==> config.mk <==
export PLATFORM = sky130hd
export DESIGN_NAME = decode_queue
export DESIGN_NICKNAME = d
export VERILOG_FILES = /design/src/rtl/decode_queue.sv
export SDC_FILE = /design/constraint.sdc
export NUM_CORES = 1
export LEC_CHECK = 0
export BUFFER_PORTS_ARGS = -buffer_cell sky130_fd_sc_hd__buf_2
export CORE_MARGIN = 2
export CORE_UTILIZATION = 61
export CTS_CLUSTER_SIZE = 40
export DETAILED_ROUTE_END_ITERATION = 10
export MAX_ROUTING_LAYER = met4
export PLACE_DENSITY = 0.85
export SLEW_MARGIN = 5
export SYNTH_ARGS = -nofsm -noshare
export SYNTH_HDL_FRONTEND = slang
export SYNTH_SLANG_ARGS = --single-unit
==> constraint.sdc <==
create_clock -name clk_i -period 6.85 [get_ports clk_i]
set_input_delay 1.37 -clock clk_i [delete_from_list [all_inputs] [get_ports clk_i]]
set_output_delay 1.37 -clock clk_i [all_outputs]
set_load 0.01 [all_outputs]
==> src/rtl/decode_queue.sv <==
// Fetch-to-decode instruction queue: DEPTH-entry circular buffer presenting the oldest
// instruction to decode with fields extracted and immediate extended.

module imm_extend (
   input  logic [24:0] instr_i,
   input  logic [2:0]  imm_src_i,
   output logic [31:0] imm_ext_o
);
   // instr_i holds instr[31:7]; formats are 0=I, 1=S, 2=B, 3=J, 4=U
   always_comb begin
      imm_ext_o = '0;
      case (imm_src_i)
         3'd0: imm_ext_o = {{20{instr_i[24]}}, instr_i[24:13]};
         3'd1: imm_ext_o = {{20{instr_i[24]}}, instr_i[24:18], instr_i[4:0]};
         3'd2: imm_ext_o = {{20{instr_i[24]}}, instr_i[0], instr_i[23:18], instr_i[4:1], 1'b0};
         3'd3: imm_ext_o = {{12{instr_i[24]}}, instr_i[12:5], instr_i[13], instr_i[23:14], 1'b0};
         3'd4: imm_ext_o = {instr_i[24:5], 12'b0};
         default: imm_ext_o = '0;
      endcase
   end
endmodule

module decode_queue #(
   parameter int  DEPTH = 4,
   localparam int CNT_W = $clog2(DEPTH + 1)
) (
   input  logic             clk_i,
   input  logic             reset_n_i,
   input  logic             valid_f_i,
   input  logic [31:0]      instr_f_i,
   input  logic [31:0]      pc_f_i,
   input  logic [31:0]      pc_plus4_f_i,
   input  logic [31:0]      pred_pc_target_f_i,
   input  logic             pc_src_pred_f_i,
   output logic             ready_f_o,
   input  logic [2:0]       imm_src_d_i,
   input  logic             stall_d_i,
   input  logic             flush_d_i,
   output logic             valid_d_o,
   output logic [31:0]      instr_d_o,
   output logic [31:0]      pc_d_o,
   output logic [31:0]      pc_plus4_d_o,
   output logic [31:0]      pred_pc_target_d_o,
   output logic [31:0]      imm_ext_d_o,
   output logic             pc_src_pred_d_o,
   output logic [4:0]       rd_d_o,
   output logic [4:0]       rs1_d_o,
   output logic [4:0]       rs2_d_o,
   output logic [6:0]       op_d_o,
   output logic [2:0]       funct3_d_o,
   output logic [6:0]       funct7_d_o,
   output logic [CNT_W-1:0] occupancy_o
);
   localparam int PTR_W = $clog2(DEPTH);

   typedef struct packed {
      logic [31:0] instr;
      logic [31:0] pc;
      logic [31:0] pc_plus4;
      logic [31:0] pred_target;
      logic        pc_src_pred;
   } entry_t;

   entry_t           mem [DEPTH];
   entry_t           head;
   logic [PTR_W-1:0] wr_ptr;
   logic [PTR_W-1:0] rd_ptr;
   logic [CNT_W-1:0] count;
   logic             push;
   logic             pop;

   // ready looks only at the registered count, so stall never reaches fetch combinationally
   assign ready_f_o   = (count != CNT_W'(DEPTH));
   assign valid_d_o   = (count != '0);
   assign push        = valid_f_i & ready_f_o;
   assign pop         = valid_d_o & ~stall_d_i;
   assign occupancy_o = count;

   always_ff @(posedge clk_i) begin
      if (push) begin
         mem[wr_ptr] <= '{instr: instr_f_i, pc: pc_f_i, pc_plus4: pc_plus4_f_i,
                          pred_target: pred_pc_target_f_i, pc_src_pred: pc_src_pred_f_i};
      end
   end

   always_ff @(posedge clk_i or negedge reset_n_i) begin
      if (!reset_n_i) begin
         wr_ptr <= '0;
         rd_ptr <= '0;
         count  <= '0;
      end else if (flush_d_i) begin
         wr_ptr <= '0;
         rd_ptr <= '0;
         count  <= '0;
      end else begin
         if (push) wr_ptr <= wr_ptr + PTR_W'(1);
         if (pop)  rd_ptr <= rd_ptr + PTR_W'(1);
         if (push && !pop)      count <= count + CNT_W'(1);
         else if (pop && !push) count <= count - CNT_W'(1);
      end
   end

   always_comb begin
      head = '0;
      if (valid_d_o) head = mem[rd_ptr];
   end

   assign instr_d_o          = head.instr;
   assign pc_d_o             = head.pc;
   assign pc_plus4_d_o       = head.pc_plus4;
   assign pred_pc_target_d_o = head.pred_target;
   assign pc_src_pred_d_o    = head.pc_src_pred;
   assign rd_d_o             = head.instr[11:7];
   assign rs1_d_o            = head.instr[19:15];
   assign rs2_d_o            = head.instr[24:20];
   assign op_d_o             = head.instr[6:0];
   assign funct3_d_o         = head.instr[14:12];
   assign funct7_d_o         = head.instr[31:25];

   imm_extend u_imm_extend (
      .instr_i   (instr_d_o[31:7]),
      .imm_src_i (imm_src_d_i),
      .imm_ext_o (imm_ext_d_o)
   );
endmodule

==> impl_summary.log <==
INFO  metric r2r.worst_path.cells = 7
INFO  metric pin_count_of_the_biggest_net_entering_global_routing = 79
INFO  metric initial_antenna_violation_count = 18
INFO  metric routed-via-count = between 10000 and 15000
INFO  metric ys.flop_type = sky130_fd_sc_hd__edfxtp_1
INFO  metric inserted_clock_buffers = 51
INFO  metric timing_worst_setup_path_type = flop to primary output
INFO  metric layout.cell_area.non_filler = 24180 um^2
INFO  metric power.leakage = 8.542 nW
INFO  metric net-switching-power = 3.023 mW
INFO  metric ys_types = 34
INFO  metric synth-async-reset-ratio = under 10%
INFO  metric intPower = 6.796 mW
INFO  metric dpl-instance-area = about 23000 um^2
INFO  metric preCtsSetupSlack = around 2.3 ns
INFO  metric worst-slew-pin-transition = between 1 and 1.5 ns
INFO  metric latest_clock_arrival_within_the_worst_skew_pair = 0.56 ns
INFO  metric synth_area_per_cell = 21.00 um^2
INFO  metric rsz0062_at_grt = false
INFO  metric global_route_total_overflow = 0
INFO  metric setup_violations = 0
INFO  metric vias_in_the_first_global_route = 10980
INFO  metric syn_nets = 1123
INFO  metric detail-route-antenna-nets = 0
INFO  metric critPathLaunchType = flop
INFO  metric detail_route.vias_per_cell = just under 6
INFO  metric post_cts_resize_count = 0
INFO  metric cts_tree = built
INFO  metric final.setup.worst_slack = around 2.1 ns
INFO  metric number_of_design_rule_violations_left_by_the_first_detailed_router_iteration = about 700
INFO  metric hold-worst-slack = between 0.6 and 0.7 ns
INFO  metric grt_first_pass_wirelength = 64980 um
INFO  metric peakVddDrop = 295.7 uV
INFO  metric number_of_enable_flip_flop_cells_after_synthesis = 516
INFO  metric core.rowCount = 67
INFO  metric ctsHtreeMaxLevel = 2
INFO  metric yosys_warnings = 0
INFO  metric worstPathArrival = 3.37 ns
INFO  metric maxClockFrequency = 210.9 MHz
INFO  metric critical_path_peak_fanout = 43
INFO  metric clock_path_buffers = 3
INFO  metric power_per_cell_area = between 400 and 500 nW/um^2
INFO  metric clock_sink_count = 523
INFO  metric area_growth_syn_to_layout = 17.35%
INFO  metric worst_min_path_class = flop to flop
INFO  metric postSynthRegisterBits = 523
INFO  metric filler_cell_count = between 1500 and 2000
INFO  metric layout_commonest_cell = sky130_fd_sc_hd__edfxtp_1
INFO  metric synth_cells = 981
INFO  metric layout_worst_path_cycle_share = 69.21%
INFO  metric core_area = between 30000 and 40000 um^2
INFO  metric max_cap_violations = 0
INFO  metric routedWlPerCell = 24.13 um
INFO  metric path_clk_slew = 0.06 ns
INFO  metric slew_headroom = 28.15%
INFO  metric power.share.switching = 30.79%
INFO  metric postRouteWirelength = 43570 um
INFO  metric post_cts.repair.setup_buffers = 0
INFO  metric combined_flip_flop_and_latch_cell_area = 15680 um^2
INFO  metric cts_hold_repair.buffers = 0
INFO  metric final_cell_mix = sky130_fd_sc_hd__edfxtp_1 (516), sky130_fd_sc_hd__buf_2 (334), sky130_fd_sc_hd__and2_1 (137), sky130_fd_sc_hd__mux4_2 (131), sky130_fd_sc_hd__clkbuf_16 (53)
INFO  metric drive_above_1_share = 42.39%
INFO  metric post-route-min-period = around 4.7 ns
INFO  metric die_w = 187.8 um
INFO  metric multi_input_comb_area = 4469 um^2
INFO  metric track_usage = 25.64%
INFO  metric share_seq_of_total_power = 41.4%
INFO  metric post_synth_instance_area = 20600 um^2
INFO  metric run_status = completed
INFO  metric drt-pass1-iter-count = 5
INFO  metric part_of_the_yosys_area_used_for_sequential_elements = 76.06%
INFO  metric io_pins = 335
INFO  metric drc = 0
INFO  metric critical_path_end_type = primary output
INFO  metric initial_utilization = 61.75%
INFO  metric final_hold_viol_count = 0
INFO  metric final_net_count = 1441
INFO  metric chipHeight = 187.8 um
INFO  metric cts_root_buf = sky130_fd_sc_hd__clkbuf_16
INFO  metric portBuffers = 334
INFO  metric rd_place_congestion = 0.8163
INFO  metric tns = 0 ns
INFO  metric floorplan.die_area = 35260 um^2
INFO  metric dp.final_hpwl = between 20000 and 30000 um
INFO  metric slew_violations = 0
INFO  metric holdPathStages = 2
INFO  metric power.clock.fraction = 27.0%
INFO  metric critical_path_required = 5.48 ns
INFO  metric fin_worst_skew = between 0.015 and 0.02 ns
INFO  metric pwr-share-comb = 31.6%
[sequential cells by signal, indices dropped and copies added, names as in the netlist]
| signal | cells |
|---|---|
| occupancy_o | 3 |
| mem | 516 |
| wr_ptr | 2 |
| rd_ptr | 2 |
[synth_stat cells (2+ instances only)]
| master | count | area, um^2 |
|---|---|---|
| sky130_fd_sc_hd__inv_1 | 4 | 15.01 |
| sky130_fd_sc_hd__o21ai_0 | 3 | 15.01 |
| sky130_fd_sc_hd__nor3b_1 | 3 | 22.52 |
| sky130_fd_sc_hd__o21ai_1 | 9 | 45.04 |
| sky130_fd_sc_hd__ha_1 | 4 | 50.05 |
| sky130_fd_sc_hd__nor4b_1 | 2 | 17.52 |
| sky130_fd_sc_hd__nand2_1 | 21 | 78.83 |
| sky130_fd_sc_hd__nor2_1 | 14 | 52.55 |
| sky130_fd_sc_hd__mux2i_1 | 7 | 70.07 |
| sky130_fd_sc_hd__dfrtp_1 | 7 | 175.2 |
| sky130_fd_sc_hd__and3_1 | 5 | 31.28 |
| sky130_fd_sc_hd__and2_1 | 137 | 857.1 |
| sky130_fd_sc_hd__mux4_2 | 131 | 2950 |
| sky130_fd_sc_hd__edfxtp_1 | 516 | 15490 |
| sky130_fd_sc_hd__nor3_1 | 5 | 25.02 |
| sky130_fd_sc_hd__buf_4 | 34 | 255.2 |
| sky130_fd_sc_hd__nand2b_1 | 2 | 12.51 |
| sky130_fd_sc_hd__xnor2_1 | 3 | 26.28 |
| sky130_fd_sc_hd__clkbuf_1 | 22 | 82.58 |
| sky130_fd_sc_hd__a21oi_1 | 12 | 60.06 |
| sky130_fd_sc_hd__buf_1 | 11 | 41.29 |
| sky130_fd_sc_hd__buf_2 | 16 | 80.08 |
| sky130_fd_sc_hd__mux2_1 | 2 | 22.52 |
[per-stage QoR]
| stage | power (mW) | util [%] | std cells |
|---|---|---|---|
| after floorplan | 6.176 | - | 981 |
| after global placement | 7.174 | 67.51 | 1694 |
| after detailed placement | 7.248 | 67.51 | 1694 |
| after CTS | 9.901 | 72.33 | 1788 |
| after global routing | 10.23 | 72.46 | 1805 |
| final | 9.819 | 72.47 | 1806 |
[routing by layer]
layer	up-vias	share of wire [%]	GRT usage, %
met2	470	51	41.40
met5	-	0	-
met1	5398	38	32.46
li1	4562	-	-
met4	0	3.0	8.722
met3	86	7.8	6.214
[final timing paths]
path                                    to  slack, ns      startpoint
hold reg to reg                  wr_ptr[1]       0.60       wr_ptr[1]
setup / recovery           imm_ext_d_o[24]       2.11       rd_ptr[0]
min in group asynchronous   occupancy_o[2]       0.65       reset_n_i
max in group asynchronous        rd_ptr[1]       6.00       reset_n_i
hold / removal                   wr_ptr[1]       0.60       wr_ptr[1]
setup reg to reg            occupancy_o[2]       4.27  occupancy_o[0]
[power by group through the flow]
stage,logic [mW],clock network (mW),registers (mW)
after floorplan,2.12,0,4.06
after global placement,3.07,0,4.11
after detailed placement,3.11,0,4.14
after CTS,3.14,2.68,4.08
after global routing,3.32,2.81,4.11
final,3.10,2.65,4.07
[logic make-up (layout without fill, tap and decap cells)]
logic type	Yosys count	in the layout	synth area share [%]
flops	523	523	76.06
simple gates	193	193	5.490
fa+ha+maj	5	5	0.3401
other cells	0	18	0
buf+inv	89	448	2.374
xor+xnor	5	5	0.3037
mux	140	140	14.77
compound gates	26	26	0.6680
[final cells by class]
| type | count | area share [%] |
|---|---|---|
| Timing Repair Buffer | 349 | 7.431 |
| Inverter | 5 | 0.08797 |
| Clock buffer | 64 | 5.863 |
| Tap cell | 448 | 2.318 |
| Sequential cell | 523 | 64.84 |
| Multi-Input combinational cell | 369 | 18.48 |
| Antenna cell | 18 | 0.1863 |
| Clock inverter | 30 | 0.7866 |
[worst max-delay path, stage by stage (launching register included)]
cell and delay [ns]:
sky130_fd_sc_hd__dfrtp_4 1.03, sky130_fd_sc_hd__mux4_2 0.70, sky130_fd_sc_hd__nand2b_1 0.55, sky130_fd_sc_hd__a21oi_1 0.28, sky130_fd_sc_hd__buf_2 0.22
(Power assumes the default switching activity.)
